File: src/rtl/pulse_train_gen.sv
// Rate-encoded pulse generator: spreads a requested count of single-cycle pulses
// evenly over a WINDOW-cycle window. Define PULSE_TRAIN_GEN_REPEAT_EN to re-arm automatically.
module pulse_train_gen #(
   parameter int WINDOW = 1000,
   parameter int VAL_W  = 12,
   parameter int ACC_W  = 16
) (
   input  logic             clk,
   input  logic             rst,
   input  logic [VAL_W-1:0] value,
   input  logic             valid,
   output logic             ready,
   output logic             A,
   output logic             busy,
   output logic             window_done,
   output logic             sat
);

   localparam int               I_W    = (WINDOW > 1) ? $clog2(WINDOW) : 1;
   localparam logic [I_W-1:0]   I_LAST = I_W'(WINDOW - 1);
   localparam logic [ACC_W-1:0] WIN_A  = ACC_W'(WINDOW);
   localparam logic [VAL_W-1:0] WIN_V  = VAL_W'(WINDOW);

   typedef enum logic {IDLE, RUN} state_t;

   state_t           state_reg, state_next;
   logic [I_W-1:0]   i_reg, i_next;
   logic [ACC_W-1:0] acc_reg, acc_next;
   logic [VAL_W-1:0] val_q_reg, val_q_next;
   logic             a_reg, a_next;
   logic             sat_reg, sat_next;
   logic             last_step;
   logic             accept;
   logic [ACC_W-1:0] sum;

   always_ff @(posedge clk or posedge rst) begin
      if (rst) begin
         state_reg <= IDLE;
         i_reg     <= '0;
         acc_reg   <= '0;
         val_q_reg <= '0;
         a_reg     <= 1'b0;
         sat_reg   <= 1'b0;
      end else begin
         state_reg <= state_next;
         i_reg     <= i_next;
         acc_reg   <= acc_next;
         val_q_reg <= val_q_next;
         a_reg     <= a_next;
         sat_reg   <= sat_next;
      end
   end

   // Bresenham-style accumulator: one pulse each time the running sum crosses WINDOW.
   always_comb begin
      state_next = state_reg;
      i_next     = i_reg;
      acc_next   = acc_reg;
      val_q_next = val_q_reg;
      sat_next   = sat_reg;
      a_next     = 1'b0;
      sum        = acc_reg + ACC_W'(val_q_reg);
      if (state_reg == RUN) begin
         if (sum >= WIN_A) begin
            a_next   = 1'b1;
            acc_next = sum - WIN_A;
         end else begin
            acc_next = sum;
         end
         i_next = i_reg + 1'b1;
         if (last_step && !accept) begin
            i_next   = '0;
            acc_next = '0;
`ifndef PULSE_TRAIN_GEN_REPEAT_EN
            state_next = IDLE;
            sat_next   = 1'b0;
`endif
         end
      end
      // The trailing pulse of the old window (a_next above) survives a back-to-back accept.
      if (accept) begin
         val_q_next = (value > WIN_V) ? WIN_V : value;
         sat_next   = (value > WIN_V);
         i_next     = '0;
         acc_next   = '0;
         state_next = RUN;
      end
   end

   always_comb begin
      last_step   = (state_reg == RUN) && (i_reg == I_LAST);
      ready       = !rst && ((state_reg == IDLE) || last_step);
      accept      = valid && ready;
      busy        = (state_reg == RUN);
      window_done = last_step;
      A           = a_reg;
      sat         = sat_reg;
   end

endmodule

File: config.mk
export PLATFORM = sky130hd
export DESIGN_NAME = pulse_train_gen
export DESIGN_NICKNAME = d
export VERILOG_FILES = /design/src/rtl/pulse_train_gen.sv
export SDC_FILE = /design/constraint.sdc
export NUM_CORES = 1
export LEC_CHECK = 0
export CAP_MARGIN = 10
export CORE_ASPECT_RATIO = 1.25
export CORE_MARGIN = 2
export CORE_UTILIZATION = 60
export CTS_BUF_LIST = sky130_fd_sc_hd__clkbuf_8
export DETAILED_ROUTE_END_ITERATION = 12
export PLACE_DENSITY_LB_ADDON = 0.15
export SLEW_MARGIN = 10
export SYNTH_ARGS = -nofsm -noshare
export SYNTH_HDL_FRONTEND = slang
export SYNTH_SLANG_ARGS = --single-unit
export TNS_END_PERCENT = 50
File: constraint.sdc
create_clock -name clk -period 9.15 [get_ports clk]
set_input_delay 1.83 -clock clk [delete_from_list [all_inputs] [get_ports clk]]
set_output_delay 1.83 -clock clk [all_outputs]
set_load 0.01 [all_outputs]
==> impl_metrics.tcl <==
set metrics [dict create \
    layout_commonest_cell "dfrtp_1" \
    ir_drop_mv 0.101 \
    grt.busiest_layer "met2" \
    area_delta_synth_final_pct 13.2 \
    antennaDiodeCount 0 \
    first_iter_violations 134 \
    grt_antenna_before_repair 0 \
    yosysSeqAreaShare 0.380 \
    cp-start-kind "primary input" \
    syn_inst 287 \
    worst_pin_slew_ns 0.683 \
    ys_warn_count 0 \
    synth_top_family_by_area "simple AND/OR/NAND/NOR gates" \
    die_width_um 64.0 \
    nets 338 \
    max_freq_mhz 211 \
    multi_input_area_um2 1600 \
    worst_path_most_repeated_cell "clkdlybuf4s50_1" \
    drc 0 \
    cts_setup_buffers 0 \
    fin_ws_ns 4.40 \
    setup_violations 0 \
    vias 2244 \
    cts_resized 0 \
    fillers 328 \
    ys_seq_elements 41 \
    dpl.hpwl_um 4210 \
    slew_headroom 0.543 \
    post_drt_via_cell_ratio 6.11 \
    start_util 0.620 \
    drv_cap 0 \
    final.min_clock_period_ns 4.75 \
    syn_area_um2 2700 \
    cp_max_fo 3 \
    synth_xor_area_frac 0.0866 \
    path_clk_slew_ns 0.08 \
    syn_nets 317 \
    cts_tree "yes" \
    final_max_slew_viol_count 0 \
    tns_ns 0 \
    final_antenna_net_count 0 \
    coreArea_um2 4360 \
    routedWlPerCell_um 16.0 \
    synth.distinct_cells 57 \
    ys.flop_type "dfrtp_1" \
    cts_root_buf "clkbuf_8" \
    cts.sinks 41 \
    end_kind "output pin" \
    outcome "complete, no violations" \
    worstPathCellList "clkdlybuf4s50_1 -> nor2_1 -> clkdlybuf4s50_1" \
    grt_pass1_wl_um 9940 \
    leakagePower_uw 0.00139 \
    pin_count 20 \
    min_path_type "reg -> reg" \
    globalplace.congestion 0.845 \
    wirelength_um 5860 \
    synthArstFlopShare 1.00 \
    layout_common_cells "dfrtp_1, nand2_1, o21ai_0" \
    hold_viol_final 0 \
    crit_required_ns 7.32 \
    syn_avg_cell_area_um2 9.41 \
    muxShareOfSynthArea 0.0116 \
    max_stage_delay_ns 0.54 \
    cts_buffers 5 \
    synthAdderAreaFrac 0.0723 \
    synth_edf_count 0 \
    globalRouteMet3Util 0.0326 \
    final-seq-area_um2 1030 \
    grt_max_degree 42 \
    yosys.area_share.simple 0.212 \
    use_met1 0.330 \
    overflow 0 \
    portBuffers 19 \
    powerDensity_nw_per_um2 113 \
    cts_buffer_depth 2 \
    post-route-period-util 0.519 \
    finClkSkew_ns 0.00516 \
    rows 27 \
    drtPass1Iterations 4 \
    grt_pass1_vias 2158 \
    crit_slowest_cell "clkdlybuf4s50_1" \
    cp.arrival_ns 2.92 \
    htreeDepth 2 \
    placed_area_um2 2940 \
    grtUsageMet2 0.425 \
    synth_compound_area_frac 0.210 \
    path_class "in -> out" \
    drive_above_1_share 0.0712 \
    hold_buffers 0 \
    rrSetupSlack_ns 5.58 \
    clock_latency_ns 0.30 \
    fin_total_pwr_uw 345 \
    dieArea_um2 5060 \
    finalInstanceArea_um2 3060 \
    die_h_um 79.0 \
    rsz0062_at_grt "no" \
    dp_slack_ns 4.41 \
    grtUsageTotal 0.250 \
    largest_reg_flops 16 \
]
## cell type report
type,count,share of cell area
Tap cell,58,0.0237
Clock buffer,6,0.0270
Clock inverter,2,0.0110
Timing Repair Buffer,23,0.0720
Sequential cell,41,0.336
Multi-Input combinational cell,231,0.523
Inverter,6,0.00736
## final timing paths
check | startpoint | endpoint | cells past startpoint
worst min register to register | val_q_reg[11]$_DFFE_PP0P_ | val_q_reg[11]$_DFFE_PP0P_ | 1
min in group asynchronous | rst | busy$_DFF_PP0_ | 3
worst max-delay path | rst | ready | 3
worst min-delay path | val_q_reg[11]$_DFFE_PP0P_ | val_q_reg[11]$_DFFE_PP0P_ | 1
max in group asynchronous | rst | val_q_reg[4]$_DFFE_PP0P_ | 3
worst max register to register | acc_reg[0]$_DFFE_PP0P_ | acc_reg[8]$_DFFE_PP0P_ | 11
## cell usage after synthesis (all sizes together), types with 3 or more instances
library cell | n | area share
dfrtp | 41 | 0.38
ha | 14 | 0.065
buf | 4 | 0.013
a21o | 6 | 0.017
xnor2 | 13 | 0.045
nor2 | 15 | 0.021
xor2 | 12 | 0.042
a31oi | 6 | 0.014
a21oi | 17 | 0.033
o21ai | 23 | 0.043
inv | 6 | 0.0083
nor3 | 9 | 0.017
nand2 | 31 | 0.043
a22o | 10 | 0.032
and2 | 6 | 0.014
nand4 | 5 | 0.012
a32oi | 3 | 0.0097
nor2b | 4 | 0.0093
clkbuf | 5 | 0.0069
nand3 | 16 | 0.034
and3 | 4 | 0.0093
o31ai | 3 | 0.0083
## layer usage
| metal | vias up | wire length (um) |
|---|---|---|
| li1 | 1111 | - |
| met1 | 1064 | 2660 |
| met2 | 63 | 2820 |
| met3 | 6 | 315 |
| met4 | 0 | 68 |
| met5 | - | 0 |
## worst max-delay path, delay by kind of cell
kind | cells | cell delay [ns]
buf+inv | 2 | 0.98
simple gates | 1 | 0.11
## report_power, final
| group | switching [uW] | internal [uW] |
|---|---|---|
| Clock | 63.7 | 87.9 |
| Combinational | 6.37 | 6.36 |
| Sequential | 0 | 181 |
## kinds of logic (layout without fill, tap and decap cells)
kind of cell | Yosys count | in the layout
and+or+nand+nor | 106 | 106
AOI/OAI and AO/OA | 82 | 82
DFF | 41 | 41
xor gates and xnor gates | 25 | 25
adders and majority gates | 15 | 15
buffers and inverters | 15 | 37
muxes | 3 | 3
## through the flow
step           hold WS, ns  cells   util
2_1_floorplan        0.454    287      -
3_3_place_gp         0.471    359  0.675
3_5_place_dp         0.485    359  0.675
4_1_cts              0.505    367  0.702
5_1_grt              0.521    367  0.702
6_report             0.502    367  0.702
Power figures use the tool's default switching activity.
